File: src/rtl/alu_issue_ctrl_pkg.sv
// Shared opcode, ALU select, branch condition and FSM encodings for alu_issue_ctrl.
// Pure declarations; no latency.
// No flow control of its own.
package alu_issue_ctrl_pkg;

  localparam logic [2:0] OP_SHL = 3'd0;
  localparam logic [2:0] OP_SHR = 3'd1;
  localparam logic [2:0] OP_ADD = 3'd2;
  localparam logic [2:0] OP_SUB = 3'd3;
  localparam logic [2:0] OP_CMP = 3'd4;
  localparam logic [2:0] OP_LDI = 3'd5;
  localparam logic [2:0] OP_BRC = 3'd6;
  localparam logic [2:0] OP_NOP = 3'd7;

  localparam logic [1:0] SEL_SHL = 2'b00;
  localparam logic [1:0] SEL_SHR = 2'b01;
  localparam logic [1:0] SEL_ADD = 2'b10;
  localparam logic [1:0] SEL_SUB = 2'b11;

  localparam logic [2:0] CC_AL = 3'd0;
  localparam logic [2:0] CC_Z  = 3'd1;
  localparam logic [2:0] CC_NZ = 3'd2;
  localparam logic [2:0] CC_C  = 3'd3;
  localparam logic [2:0] CC_NC = 3'd4;
  localparam logic [2:0] CC_N  = 3'd5;
  localparam logic [2:0] CC_V  = 3'd6;
  localparam logic [2:0] CC_LT = 3'd7;

  // Bit positions inside the {C,V,N,Z} flag register.
  localparam int FL_C = 3;
  localparam int FL_V = 2;
  localparam int FL_N = 1;
  localparam int FL_Z = 0;

  typedef enum logic [1:0] {
    ST_IDLE = 2'd0,
    ST_EXEC = 2'd1,
    ST_RESP = 2'd2
  } state_t;

  // Opcodes 0..4 are the ones that use the external ALU.
  function automatic logic uses_alu(input logic [2:0] op);
    return (op <= OP_CMP);
  endfunction

endpackage

File: src/rtl/alu_issue_ctrl_cond.sv
// Branch condition evaluator: stored {C,V,N,Z} flags and a 3-bit condition code -> taken.
// Purely combinational, zero latency.
// No backpressure.
module alu_cond_eval
  import alu_issue_ctrl_pkg::*;
(
  input  logic [3:0] flags,
  input  logic [2:0] cc,
  output logic       taken
);

  // Decode the condition code against the flag bits.
  always_comb begin
    taken = 1'b0;
    case (cc)
      CC_AL:   taken = 1'b1;
      CC_Z:    taken = flags[FL_Z];
      CC_NZ:   taken = ~flags[FL_Z];
      CC_C:    taken = flags[FL_C];
      CC_NC:   taken = ~flags[FL_C];
      CC_N:    taken = flags[FL_N];
      CC_V:    taken = flags[FL_V];
      CC_LT:   taken = flags[FL_N] ^ flags[FL_V];
      default: taken = 1'b0;
    endcase
  end

endmodule

File: src/rtl/alu_issue_ctrl.sv
// Issues commands to an external 8-bit ALU, writes back results/flags, answers with a response.
// Accept-to-rsp_valid is 2 cycles; at most one command every 3 cycles.
// cmd_ready only in IDLE; the response is held stable until rsp_ready.
module alu_issue_ctrl
  import alu_issue_ctrl_pkg::*;
#(
  parameter int DATA_W = 8,
  parameter int NREGS  = 4,
  parameter int AW     = $clog2(NREGS)
) (
  input  logic              clk,
  input  logic              rst,
  input  logic              cmd_valid,
  output logic              cmd_ready,
  input  logic [2:0]        cmd_op,
  input  logic [AW-1:0]     cmd_rd,
  input  logic [AW-1:0]     cmd_rs,
  input  logic [DATA_W-1:0] cmd_imm,
  output logic [DATA_W-1:0] alu_a,
  output logic [DATA_W-1:0] alu_b,
  output logic [1:0]        alu_select,
  input  logic [DATA_W-1:0] alu_result,
  input  logic              alu_carry,
  input  logic              alu_overflow,
  input  logic              alu_negative,
  input  logic              alu_zero,
  output logic              rsp_valid,
  input  logic              rsp_ready,
  output logic [DATA_W-1:0] rsp_data,
  output logic [3:0]        rsp_flags,
  output logic              rsp_br_taken,
  input  logic [AW-1:0]     dbg_addr,
  output logic [DATA_W-1:0] dbg_data
);

  state_t              state, state_nxt;
  logic [DATA_W-1:0]   regs [NREGS];
  logic [3:0]          flags;
  logic [2:0]          op;
  logic [AW-1:0]       rd, rs;
  logic [DATA_W-1:0]   imm;
  logic                br_taken;

  alu_cond_eval u_cond (
    .flags (flags),
    .cc    (imm[2:0]),
    .taken (br_taken)
  );

  assign dbg_data  = regs[dbg_addr];
  assign rsp_flags = flags;

  // State register.
  always_ff @(posedge clk) begin
    if (rst) state <= ST_IDLE;
    else     state <= state_nxt;
  end

  // Next state, handshake outputs and ALU operand drive.
  always_comb begin
    state_nxt  = state;
    cmd_ready  = 1'b0;
    rsp_valid  = 1'b0;
    alu_a      = '0;
    alu_b      = '0;
    alu_select = SEL_SHL;
    case (state)
      ST_IDLE: begin
        cmd_ready = ~rst;
        if (cmd_valid) state_nxt = ST_EXEC;
      end
      ST_EXEC: begin
        if (uses_alu(op)) begin
          alu_a      = regs[rd];
          alu_b      = regs[rs];
          alu_select = (op == OP_CMP) ? SEL_SUB : op[1:0];
        end
        state_nxt = ST_RESP;
      end
      ST_RESP: begin
        rsp_valid = 1'b1;
        if (rsp_ready) state_nxt = ST_IDLE;
      end
      default: state_nxt = ST_IDLE;
    endcase
  end

  // Command latch, write-back, flag update and response capture at the end of EXEC.
  always_ff @(posedge clk) begin
    if (rst) begin
      for (int i = 0; i < NREGS; i++) regs[i] <= '0;
      flags        <= '0;
      op           <= OP_NOP;
      rd           <= '0;
      rs           <= '0;
      imm          <= '0;
      rsp_data     <= '0;
      rsp_br_taken <= 1'b0;
    end else begin
      if (state == ST_IDLE && cmd_valid) begin
        op  <= cmd_op;
        rd  <= cmd_rd;
        rs  <= cmd_rs;
        imm <= cmd_imm;
      end
      if (state == ST_EXEC) begin
        rsp_br_taken <= 1'b0;
        rsp_data     <= '0;
        case (op)
          OP_SHL, OP_SHR, OP_ADD, OP_SUB: begin
            regs[rd] <= alu_result;
            flags    <= {alu_carry, alu_overflow, alu_negative, alu_zero};
            rsp_data <= alu_result;
          end
          OP_CMP: begin
            flags    <= {alu_carry, alu_overflow, alu_negative, alu_zero};
            rsp_data <= alu_result;
          end
          OP_LDI: begin
            regs[rd] <= imm;
            rsp_data <= imm;
          end
          OP_BRC:  rsp_br_taken <= br_taken;
          default: ;
        endcase
      end
    end
  end

endmodule
File: config.mk
export PLATFORM = sky130hd
export DESIGN_NAME = alu_issue_ctrl
export DESIGN_NICKNAME = d
export VERILOG_FILES = /design/src/rtl/alu_issue_ctrl_pkg.sv /design/src/rtl/alu_issue_ctrl_cond.sv /design/src/rtl/alu_issue_ctrl.sv
export SDC_FILE = /design/constraint.sdc
export NUM_CORES = 1
export LEC_CHECK = 0
export CAP_MARGIN = 5
export CORE_MARGIN = 4
export CORE_UTILIZATION = 35
export CTS_BUF_LIST = sky130_fd_sc_hd__clkbuf_8
export CTS_CLUSTER_SIZE = 12
export DETAILED_ROUTE_END_ITERATION = 16
export PLACE_DENSITY = 0.63
export SYNTH_ARGS = -nofsm -noshare
export SYNTH_HDL_FRONTEND = slang
export SYNTH_SLANG_ARGS = --single-unit
File: constraint.sdc
create_clock -name clk -period 3.4 [get_ports clk]
set_input_delay 0.68 -clock clk [delete_from_list [all_inputs] [get_ports clk]]
set_output_delay 0.68 -clock clk [all_outputs]
set_load 0.05 [all_outputs]
==> flow_metrics.tcl <==
set metrics [dict create \
    status "finished, final reports clean" \
    internal-power_uw 1350 \
    cts_resized 0 \
    whs_ps 466 \
    grt_max_degree 36 \
    async_flop_share_pct 0 \
    period_share_pct 82.2 \
    clock.fmax_mhz 358 \
    grt_util_all_layers_pct 14.4 \
    synthFlopType "dfxtp_1" \
    syn_nets 340 \
    wl_per_cell_um 15.8 \
    final_cell_mix "clkdlybuf4s50_1 (47), nor2_1 (39), nand2_1 (34), dfxtp_1 (34), edfxtp_1 (32)" \
    wl_mm 7.97 \
    drc 0 \
    peakVddDrop_mv 0.295 \
    synthCells 307 \
    swShare_pct 27.5 \
    io_buffers 73 \
    gp_congestion 0.755 \
    synth_edf_count 32 \
    synth_warnings 0 \
    cp.required_ps 2720 \
    use_met1_pct 19.3 \
    clkLatencyLatePin_ps 340 \
    finalCriticalPeriod_ps 2800 \
    critPathLaunchType "flop" \
    diodes 0 \
    ctsHtreeMaxLevel 3 \
    clk_transition_reported_paths_ps 70 \
    rsz0062_at_grt "false" \
    endpoint_kind "output port" \
    cp_max_fo 8 \
    maxCapViolations 0 \
    clock_sinks 66 \
    final_area_um2 4350 \
    synth-seq-cells 66 \
    postCtsHoldBufs 0 \
    syn_area_per_cell_um2 11.0 \
    ys_seq_area_share_pct 48.6 \
    ctsLongestPathBuffers 2 \
    hold_class "reg2reg" \
    fp.dieH_um 106 \
    setup_tns_ps 0 \
    root_buffer "clkbuf_8" \
    cts_buffers 9 \
    slowest_stage "clkdlybuf4s50_1" \
    syn-cell-area_um2 3370 \
    grtUsageMet3_pct 3.16 \
    core_area_um2 9330 \
    dp_cells 490 \
    drt-initial-drc-count 109 \
    worstReg2RegStart "state[0]" \
    worst-setup-path-type "reg2out" \
    power_frac_seq_pct 49.1 \
    pwr-share-comb_pct 16.5 \
    rrSetupSlack_ps 1280 \
    setup_violations 0 \
    syn_to_final_growth_pct 29.0 \
    hold_start "rs[0]" \
    vias 2519 \
    worst_pin_slew_ps 538 \
    postLayoutCoreUtil_pct 46.7 \
    arrival_ps 2120 \
    die_x_um 106 \
    grt_pass1_wl_mm 12.9 \
    hold_viol 0 \
    die-area_um2 11300 \
    synth.distinct_cells 34 \
    antenna_found_initial 0 \
    drive_gt1_share_pct 20.7 \
    max_slew_margin_pct 64.1 \
    rr_worst_depth 4 \
    clock_skew_ps 6.02 \
    busiest_layer "met2" \
    mostFrequentLayoutCell "clkdlybuf4s50_1" \
    path_cells "inv_1, nor3_1, a21oi_1, nor2_1, clkdlybuf4s50_1" \
    std_cell_rows 35 \
    power.density_nw_per_um2 428 \
    firstDrtPassIters 4 \
    io_pins 74 \
    initial_utilization_pct 36.2 \
    holdPathEnd "rs[0]" \
    worstReg2RegEnd "regs[2][3]" \
    clockPowerShare_pct 34.4 \
    grt_pass1_vias 2544 \
    fillers 884 \
    drtAntennaViolNets 0 \
    hpwlAfterDp_mm 6.08 \
    cts_setup_buffers 0 \
    cpPeakStageDelay_ps 830 \
    grt_overflow 0 \
    grt_util_met2_pct 23.0 \
    fin_cells 506 \
    p_sw_uw 512 \
    worstHoldPathCells 2 \
    nNetsFinal 405 \
    placed_area_um2 4160 \
    drv_slew 0 \
    p_leak_uw 0.00162 \
    vias_per_cell 4.98 \
    tritoncts "built" \
]
[synthesized netlist by cell type (8+ instances only)]
| library cell | instances | area, um^2 |
|---|---|---|
| edfxtp_1 | 32 | 961 |
| o22ai_1 | 8 | 50.1 |
| nand2_1 | 34 | 128 |
| clkbuf_1 | 14 | 52.6 |
| mux4_2 | 24 | 541 |
| nor2b_1 | 26 | 163 |
| a21oi_1 | 23 | 115 |
| nor3b_1 | 8 | 60.1 |
| mux2i_1 | 12 | 120 |
| a31oi_1 | 8 | 50.1 |
| dfxtp_1 | 34 | 681 |
| nor2_1 | 39 | 146 |
[power groups by stage]
| stage | clock network, uW | logic, uW | registers, uW |
|---|---|---|---|
| 2_1_floorplan | 0 | 208 | 919 |
| 3_3_place_gp | 0 | 305 | 930 |
| 3_5_place_dp | 0 | 309 | 932 |
| 4_1_cts | 653 | 310 | 914 |
| 5_1_grt | 678 | 330 | 920 |
| 6_report | 641 | 307 | 914 |
[area by class of cell]
class,instances,area (um^2),area share (%)
Tap cell,129,161,3.71
Clock buffer,9,124,2.85
Multi-Input combinational cell,213,1600,36.9
Clock inverter,7,70.1,1.61
Inverter,2,7.51,0.173
Sequential cell,66,1640,37.7
Timing Repair Buffer,80,743,17.1
[state kept, by name, summed over array words and instances, names as in the netlist, named ones only]
register	count
imm	8
regs	32
op	3
rsp_br_taken	1
state	2
rs	2
rsp_flags	4
rsp_data	8
rd	2
[worst max path at each step]
| stage | from | to | depth (start not counted) |
|---|---|---|---|
| after floorplan | rst | cmd_ready | 3 |
| after global placement | rst | regs[2][5] | 5 |
| after detailed placement | rst | regs[2][5] | 5 |
| after CTS | op[2] | alu_select[0] | 5 |
| after global routing | op[2] | alu_select[0] | 5 |
| final | op[2] | alu_select[0] | 5 |
[layer usage]
layer  up-vias  routed length (um)
li1       1239                   -
met1      1196                3770
met2        75                3660
met3         9                 438
met4         0                 106
met5         -                   0
[stage by stage]
stage          worst slack, ps  power (uW)
2_1_floorplan              693        1130
3_3_place_gp               608        1240
3_5_place_dp               529        1240
4_1_cts                    600        1880
5_1_grt                    501        1930
6_report                   604        1860
[critical path, delay by kind of cell, from the launching register on]
family	cells	cell delay [ps]
flip-flops	1	480
AO/OA/AOI/OAI	1	50
AND/OR/NAND/NOR	2	290
buffers and inverters	2	960
[cell families (layout without fill, tap and decap cells)]
| family | after synthesis | in the layout | synth area share [%] |
|---|---|---|---|
| AOI/OAI and AO/OA | 44 | 44 | 7.56 |
| and+or+nand+nor | 132 | 132 | 20.1 |
| xor gates and xnor gates | 1 | 1 | 0.260 |
| muxes | 36 | 36 | 19.6 |
| buffers and inverters | 28 | 98 | 3.82 |
| DFF | 66 | 66 | 48.6 |
No activity file was read; power rests on OpenSTA's default activity.
